## src/rtl/key_pattern_tx.sv

```systemverilog
// key_pattern_tx: drives the correct key, each single-bit-inverted key, then all-zeros
// onto a lock detector and checks its unlock response on the last cycle of each pattern.
module key_pattern_tx #(
    parameter int                   KEY_WIDTH     = 5,
    parameter logic [KEY_WIDTH-1:0] KEY_VALUE     = 5'b11111,
    parameter int                   SETTLE_CYCLES = 3,
    parameter int                   STEP_W        = 3
) (
    input  logic                 clk,
    input  logic                 rst,
    input  logic                 start,
    input  logic                 abort,
    input  logic                 unlocked_in,
    output logic [KEY_WIDTH-1:0] key_out,
    output logic                 busy,
    output logic                 done,
    output logic                 pass,
    output logic                 fail,
    output logic [STEP_W-1:0]    fail_step
);
    localparam int CNT_W = SETTLE_CYCLES > 1 ? $clog2(SETTLE_CYCLES) : 1;
    localparam logic [STEP_W-1:0] LAST = STEP_W'(KEY_WIDTH + 1);
    localparam logic [CNT_W-1:0] CNT_MAX = CNT_W'(SETTLE_CYCLES - 1);

    typedef enum logic {S_IDLE, S_RUN} state_t;

    state_t r_state, w_state;
    logic [STEP_W-1:0] r_step, w_step, r_fail_step, w_fail_step;
    logic [CNT_W-1:0] r_cnt, w_cnt;
    logic [KEY_WIDTH-1:0] r_key, w_key;
    logic r_busy, w_busy, r_done, w_done, r_pass, w_pass, r_fail, w_fail;
    logic w_match;

    // Step 0 is the key itself, 1..KEY_WIDTH flip one bit, LAST is all zeros.
    function automatic logic [KEY_WIDTH-1:0] pattern(input logic [STEP_W-1:0] s);
        logic [KEY_WIDTH-1:0] p;
        p = KEY_VALUE;
        for (int i = 0; i < KEY_WIDTH; i++)
            if (s == STEP_W'(i + 1)) p[i] = ~p[i];
        return (s == LAST) ? '0 : p;
    endfunction

    assign w_match = unlocked_in == (r_step == '0);

    always_comb begin
        w_state     = r_state;
        w_step      = r_step;
        w_cnt       = r_cnt;
        w_key       = r_key;
        w_busy      = r_busy;
        w_done      = 1'b0;
        w_pass      = r_pass;
        w_fail      = r_fail;
        w_fail_step = r_fail_step;
        if (r_state == S_IDLE) begin
            if (start && !abort) begin
                w_state = S_RUN;
                w_step  = '0;
                w_cnt   = '0;
                w_key   = pattern('0);
                w_busy  = 1'b1;
                w_pass  = 1'b0;
                w_fail  = 1'b0;
            end
        end else if (abort) begin
            w_state = S_IDLE;
            w_key   = '0;
            w_busy  = 1'b0;
        end else if (r_cnt != CNT_MAX) begin
            w_cnt = r_cnt + CNT_W'(1);
        end else if (!w_match) begin
            w_state     = S_IDLE;
            w_fail      = 1'b1;
            w_fail_step = r_step;
            w_done      = 1'b1;
            w_busy      = 1'b0;
            w_key       = '0;
        end else if (r_step == LAST) begin
            w_state = S_IDLE;
            w_pass  = 1'b1;
            w_done  = 1'b1;
            w_busy  = 1'b0;
            w_key   = '0;
        end else begin
            w_step = r_step + STEP_W'(1);
            w_cnt  = '0;
            w_key  = pattern(r_step + STEP_W'(1));
        end
    end

    always_ff @(posedge clk) begin
        if (rst) begin
            r_state     <= S_IDLE;
            r_step      <= '0;
            r_cnt       <= '0;
            r_key       <= '0;
            r_busy      <= 1'b0;
            r_done      <= 1'b0;
            r_pass      <= 1'b0;
            r_fail      <= 1'b0;
            r_fail_step <= '0;
        end else begin
            r_state     <= w_state;
            r_step      <= w_step;
            r_cnt       <= w_cnt;
            r_key       <= w_key;
            r_busy      <= w_busy;
            r_done      <= w_done;
            r_pass      <= w_pass;
            r_fail      <= w_fail;
            r_fail_step <= w_fail_step;
        end
    end

    assign key_out   = r_key;
    assign busy      = r_busy;
    assign done      = r_done;
    assign pass      = r_pass;
    assign fail      = r_fail;
    assign fail_step = r_fail_step;
endmodule

```

## config.mk

```make
export PLATFORM = sky130hd
export DESIGN_NAME = key_pattern_tx
export DESIGN_NICKNAME = d
export VERILOG_FILES = /design/src/rtl/key_pattern_tx.sv
export SDC_FILE = /design/constraint.sdc
export NUM_CORES = 1
export LEC_CHECK = 0
export CAP_MARGIN = 15
export CORE_UTILIZATION = 40
export DETAILED_ROUTE_END_ITERATION = 10
export GPL_ROUTABILITY_DRIVEN = 0
export MAX_ROUTING_LAYER = met4
export PLACE_DENSITY = 0.62
export SLEW_MARGIN = 10
export SYNTH_ARGS = -nofsm -noshare
export SYNTH_HDL_FRONTEND = slang
export SYNTH_SLANG_ARGS = --single-unit
```

## constraint.sdc

```tcl
create_clock -name clk -period 1.9 [get_ports clk]
set_clock_uncertainty 0.05 [all_clocks]
set_input_delay 0.19 -clock clk [delete_from_list [all_inputs] [get_ports clk]]
set_output_delay 0.19 -clock clk [all_outputs]
set_load 0.02 [all_outputs]
```

# [Word-level counts from Yosys, hierarchy flattened]
# Index checks and enable logic that the tools add are counted.
[totals] latchBits=0 input_bits=5 ff_bits=18 n_memories=0 rom_bits=0 word_cells=94 output_inout_bits=12 ram_bits=0
[classes] div_mod_pow=0 muxes=48 n_mul=0 reduce_logical=12 add_sub_neg=2 bitwise_logic=4 magnitude_cmp=0 n_eq_ne=19 shifts=0
[ops] cell="5-bit two-way mux" n=7
[ops] cell="1-bit two-way mux" n=29
[ops] cell="3-bit two-way mux" n=6
[ops] cell="3-bit equality test (second input constant)" n=4
[ops] cell="2-bit two-way mux" n=6
[ops] cell="4-bit AND reduction" n=3
[ops] cell="2-bit != test (second input constant)" n=5
[ops] cell="5-bit AND reduction" n=2
[ops] cell="3-bit by 2-bit equality test with 1-bit output (second input constant)" n=2
[ops] cell="3-bit != test (second input constant)" n=2
[ops] cell="2-bit by 1-bit != test with 1-bit output (second input constant)" n=2
[ops] cell="4-bit by 3-bit != test with 1-bit output (second input constant)" n=1
[ops] cell="1-bit NOT" n=4
[ops] cell="4-bit OR reduction" n=1
[ops] cell="3-bit by 1-bit adder with 3-bit output (second input constant)" n=1
[ops] cell="3-bit by 1-bit equality test with 1-bit output (second input constant)" n=1
[ops] cell="3-bit logical NOT" n=1
[ops] cell="3-bit by 1-bit != test with 1-bit output (second input constant)" n=1
[ops] cell="3-bit AND reduction" n=1
[ops] cell="2-bit by 1-bit adder with 2-bit output (second input constant)" n=1
[ops] cell="2-bit AND reduction" n=1
[ops] cell="2-bit nonzero test" n=1
[ops] cell="1-bit equality test" n=1
[ops] cell="1-bit logical AND" n=1
[ops] cell="1-bit logical NOT" n=1

# [Logic depth before layout (Yosys ltp)]
# Gate-level depths: netlist of the first run.
[logic_depth] depth_word=9 mapped_depth=7 ltp_nobuf=6

# [Worst setup path after synthesis of the first run]
# OpenSTA, ideal clock, no wires.
[synth_path] kind="reg-to-reg" from="register r_step[0]" to="register r_key[0] (netlist: key_out[0])" period_less_slack_ns=1.638 path_stages_with_launch=7 path_buffers=0 required_time_ns=1.758 path_slack_ns=0.262 arrival_time_ns=1.496 setup_ns=0.092 cell_sequence="dfxtp_1 > inv_1 > ha_1 > xnor2_2 > o21ai_1 > o31a_1 > nor4_1"
[synth_between] elab_chain_len=9 word_cells_on_any_way=13 cone_classes="1 x add/sub; 4 x eq/ne; 7 x mux; 1 x reduce/logical"
[synth_lines] item="start, declared" line_no="28" rtl="logic [STEP_W-1:0] r_step, w_step, r_fail_step, w_fail_step;"
[synth_lines] item="start signal, assigned" line_no="104" rtl="r_step <= w_step;"
[synth_lines] item="3-bit by 1-bit adder with 3-bit output" line_no="87" rtl="w_key = pattern(r_step + STEP_W'(1));"
[synth_lines] item="3-bit by 1-bit equality test with 1-bit output" line_no="39" rtl="if (s == STEP_W'(i + 1)) p[i] = ~p[i];"
[synth_lines] item="1-bit two-way mux" line_no="39"
[synth_lines] item="5-bit two-way mux" line_no="40" rtl="return (s == LAST) ? '0 : p;"
[synth_lines] item="5-bit two-way mux" line_no="78" rtl="end else if (r_step == LAST) begin"
[synth_lines] item="5-bit two-way mux *" line_no="71" rtl="end else if (!w_match) begin"
[synth_lines] item="5-bit two-way mux *" line_no="69" rtl="end else if (r_cnt != CNT_MAX) begin"
[synth_lines] item="5-bit two-way mux *" line_no="65" rtl="end else if (abort) begin"
[synth_lines] item="5-bit two-way mux *" line_no="55" rtl="if (r_state == S_IDLE) begin"
[synth_lines] item="end signal, assigned" line_no="106" rtl="r_key <= w_key;"
[synth_lines] item="end, declared" line_no="30" rtl="logic [KEY_WIDTH-1:0] r_key, w_key;"
# Every way passes the cells marked *; elsewhere a longest branch is shown, timed or not. The select of a mux whose other input is x is not followed.
# A chain may end at the register's enable or synchronous reset.

# [Worst setup path after layout of the first run]
[layout_path] from="register r_step[0]" to="register r_key[2] (netlist: key_out[2])"
[layout_between] elab_chain_len=9 word_cells_on_any_way=13 cone_classes="1 x add/sub; 4 x eq/ne; 7 x mux; 1 x reduce/logical"
[layout_lines] item="3-bit by 1-bit adder with 3-bit output" line_no="87"
[layout_lines] item="3-bit by 2-bit equality test with 1-bit output" line_no="39"
[layout_lines] item="1-bit two-way mux" line_no="39"
[layout_lines] item="5-bit two-way mux" line_no="40"
[layout_lines] item="5-bit two-way mux" line_no="78"
[layout_lines] item="5-bit two-way mux *" line_no="71"
[layout_lines] item="5-bit two-way mux *" line_no="69"
[layout_lines] item="5-bit two-way mux *" line_no="65"
[layout_lines] item="5-bit two-way mux *" line_no="55"
# Marked as above.

==> flow_metrics.py, run 1 <==
metrics = {
    "cts": {
        "postCtsSetupRepairBufs": 0,
        "cts.sinks": 18,
        "htree_levels": 1,
        "worstSkewPairLatency_ns": 0.31,
        "cts_buffers": 3,
        "cts_hold_buf": 0,
        "clk_pin_slew_ns": 0.10,
        "tritoncts": "yes",
        "cts_buffer_depth": 2,
        "ctsRootBufferMaster": "clkbuf_4",
        "cts_resized": 0,
    },
    "hold_path": {
        "hold_depth": 2,
        "hold_class": "reg -> reg",
        "min_from": "pass",
    },
    "grt": {
        "grt_usage_pct": 18.2,
        "antenna_found_initial": 0,
        "use_met2_pct": 29.0,
        "grt_pass1_vias": 801,
        "met3_usage_pct": 5.93,
        "grtUsageMet1_pct": 22.1,
        "grt-ovfl-total": 0,
        "busiest_layer": "met2",
        "grt_pass1_wl_mm": 3.65,
        "grt_max_degree": 18,
    },
    "layout": {
        "nets": 151,
        "antenna_cells": 0,
        "layout_common_cells": "dfxtp_1 (16), clkdlybuf4s50_1 (16), nor2_1 (14)",
        "drive_above_1_share_pct": 16.8,
        "final_cell_count_no_fill": 167,
        "syn2layout_area_growth_pct": 20.4,
    },
    "pwr": {
        "p_seq_share_pct": 53.0,
        "ir_worst_vdd_mv": 0.374,
        "comb_power_share_pct": 14.2,
        "p_sw_share_pct": 25.7,
        "switching_power_uw": 194,
        "intPower_uw": 560,
        "p_clk_share_pct": 32.8,
        "pwr_density_cell_nw_per_um2": 586,
        "cellLeakagePower_uw": 0.000524,
    },
    "floorplanning": {
        "die_w_microns": 53.7,
        "std_cell_rows": 18,
        "initial_core_util_pct": 42.7,
        "die_y_microns": 53.7,
        "die_area_sq_um": 2880,
        "core_sq_um": 2500,
        "ios": 17,
    },
    "yosys": {
        "synth_area_leaders": "dfxtp_1 (34%), ha_1 (9.4%), nor2_1 (4.9%), a21oi_1 (3.7%), mux2i_1 (2.8%)",
        "synth-main-ff-cell": "dfxtp_1",
        "ys_types": 44,
        "synth_cells": 118,
        "synth_seq_cells": 18,
        "synth_seq_area_share_pct": 33.7,
        "synth.avg_cell_area_sq_um": 9.06,
        "synth_edf_count": 0,
        "yosys.area.top_type_share_pct": 33.7,
        "ys_warn_count": 0,
        "synth_top_area_cell": "dfxtp_1",
        "syn_nets": 131,
        "netlist_area_sq_um": 1070,
        "async_reset_ff_share_pct": 0,
    },
    "timing": {
        "grt_setup_unrepaired": "false",
        "fin_tns_setup_ns": 0,
        "finalSetupViolCount": 0,
        "worst_pin_slew_ns": 0.371,
        "final-hold-violation-count": 0,
        "period_minus_slack_ns": 1.73,
        "finalMaxSlewViolations": 0,
        "max_freq_mhz": 577,
        "slew_headroom_pct": 75.2,
        "fin_crit_sh_pct": 91.2,
    },
    "drt": {
        "ant_nets": 0,
        "wl_per_cell_microns": 12.8,
        "drt_iter0_drc": 17,
        "firstDrtPassIters": 4,
        "dr_total_vias": 890,
        "drt-total-wl_mm": 2.15,
        "viasPerCell": 5.33,
        "drc": 0,
    },
    "critical_path": {
        "critical-path-top-cell-by-count": "ha_1",
        "crit_cells": 5,
        "rr_startpoint": "r_step[0]",
        "cp_num_buf_inv": 0,
        "slowest_stage": "dfxtp_2",
        "worst-r2r-cell-count": 5,
        "crit_path_cell_trace": "ha_1 > ha_1 > and2b_2 > o31a_1 > nor4_1",
        "cp_max_fo": 4,
        "start_kind": "register",
        "required_ns": 2.07,
        "worstSetupEndpointType": "register",
        "crit_type": "reg -> reg",
        "cp-startpoint": "r_step[0]",
        "slowest_delay_ns": 0.36,
        "cp_top_family": "adder cells",
        "cp.arrival_ns": 1.90,
    },
    "placed_design": {
        "portBuffers": 16,
        "dp_hpwl_mm": 1.60,
        "placedCellCount": 163,
    },
    "job": {
        "maxCapViolCount": 0,
    },
    "run_status": {
        "outcome": "complete, no violations",
    },
}
## Yosys cell counts (all sizes together), types with 2 or more instances
master	number
a21oi	8
a31oi	2
and3	2
buf	4
clkbuf	3
dfxtp	18
ha	8
inv	4
mux2i	3
nand2	3
nand2b	4
nand3	4
nand3b	2
nor2	14
nor2b	3
nor3	5
nor4	2
o211ai	3
o21ai	8
xnor2	2
## cell type report
class                      instances  area [sq um]
tap                               30          37.5
timing repair buffer              22           205
multi-input combinational         89           629
clock buffer                       4          36.3
sequential                        18           363
fill                             240          1210
inverter                           4          15.0
## kinds of logic after synthesis
kind of cell,after synthesis,share of synthesized area (%)
adder cells (fa/ha/maj),8,9.37
multiplexers,4,3.86
buffers and inverters,11,7.61
XOR/XNOR,3,3.16
AND/OR/NAND/NOR,45,23.7
flip-flops,18,33.7
AO/OA/AOI/OAI,29,18.6
## stage by stage
step | hold slack [ns] | total power [uW] | instance area, sq um | setup WS (ns) | utilization (%)
after floorplan | 0.278 | 476 | 1070 | 0.262 | -
after global placement | 0.407 | 515 | 1240 | 0.104 | 49.8
after detailed placement | 0.411 | 515 | 1240 | 0.0477 | 49.8
after CTS | 0.432 | 767 | 1280 | 0.0202 | 51.3
after global routing | 0.454 | 795 | 1290 | 0.0192 | 51.5
final | 0.428 | 754 | 1290 | 0.167 | 51.5
## worst register-to-register path, stage by stage, from the launching register on
cell     delay (ns)
dfxtp_2        0.36
ha_1           0.22
ha_1           0.31
and2b_2        0.21
o31a_1         0.26
nor4_1         0.24
## routing by layer
layer / vias to the layer above / wire length (microns)
met4: 0 / 18
met3: 3 / 75
li1: 459 / -
met2: 11 / 1050
met5: - / 0
met1: 417 / 1010
## final timing paths
path	to	slack, ns
setup / recovery	key_out[2]	0.17
hold / removal	pass	0.43
setup reg to reg	key_out[2]	0.17
hold reg to reg	pass	0.43
## registers in the layout, indices dropped and copies added (netlist names), 2 cells and up
name and flops:
fail_step 3, key_out 5, r_cnt 2, r_step 3
## power groups by stage
stage,combinational [uW],sequential [uW],clock (uW)
detailed placement,107,409,0
floorplan,57.0,419,0
global placement,107,408,0
global route,116,402,277
finish,107,400,247
CTS,107,400,259
Power figures use the tool's default switching activity.
==> run 2, diff against run 1 <==
- CAP_MARGIN: 15 -> 20
==> results of run 2 <==
No change in the layout: final DEF, timing and power equal those of run 1.
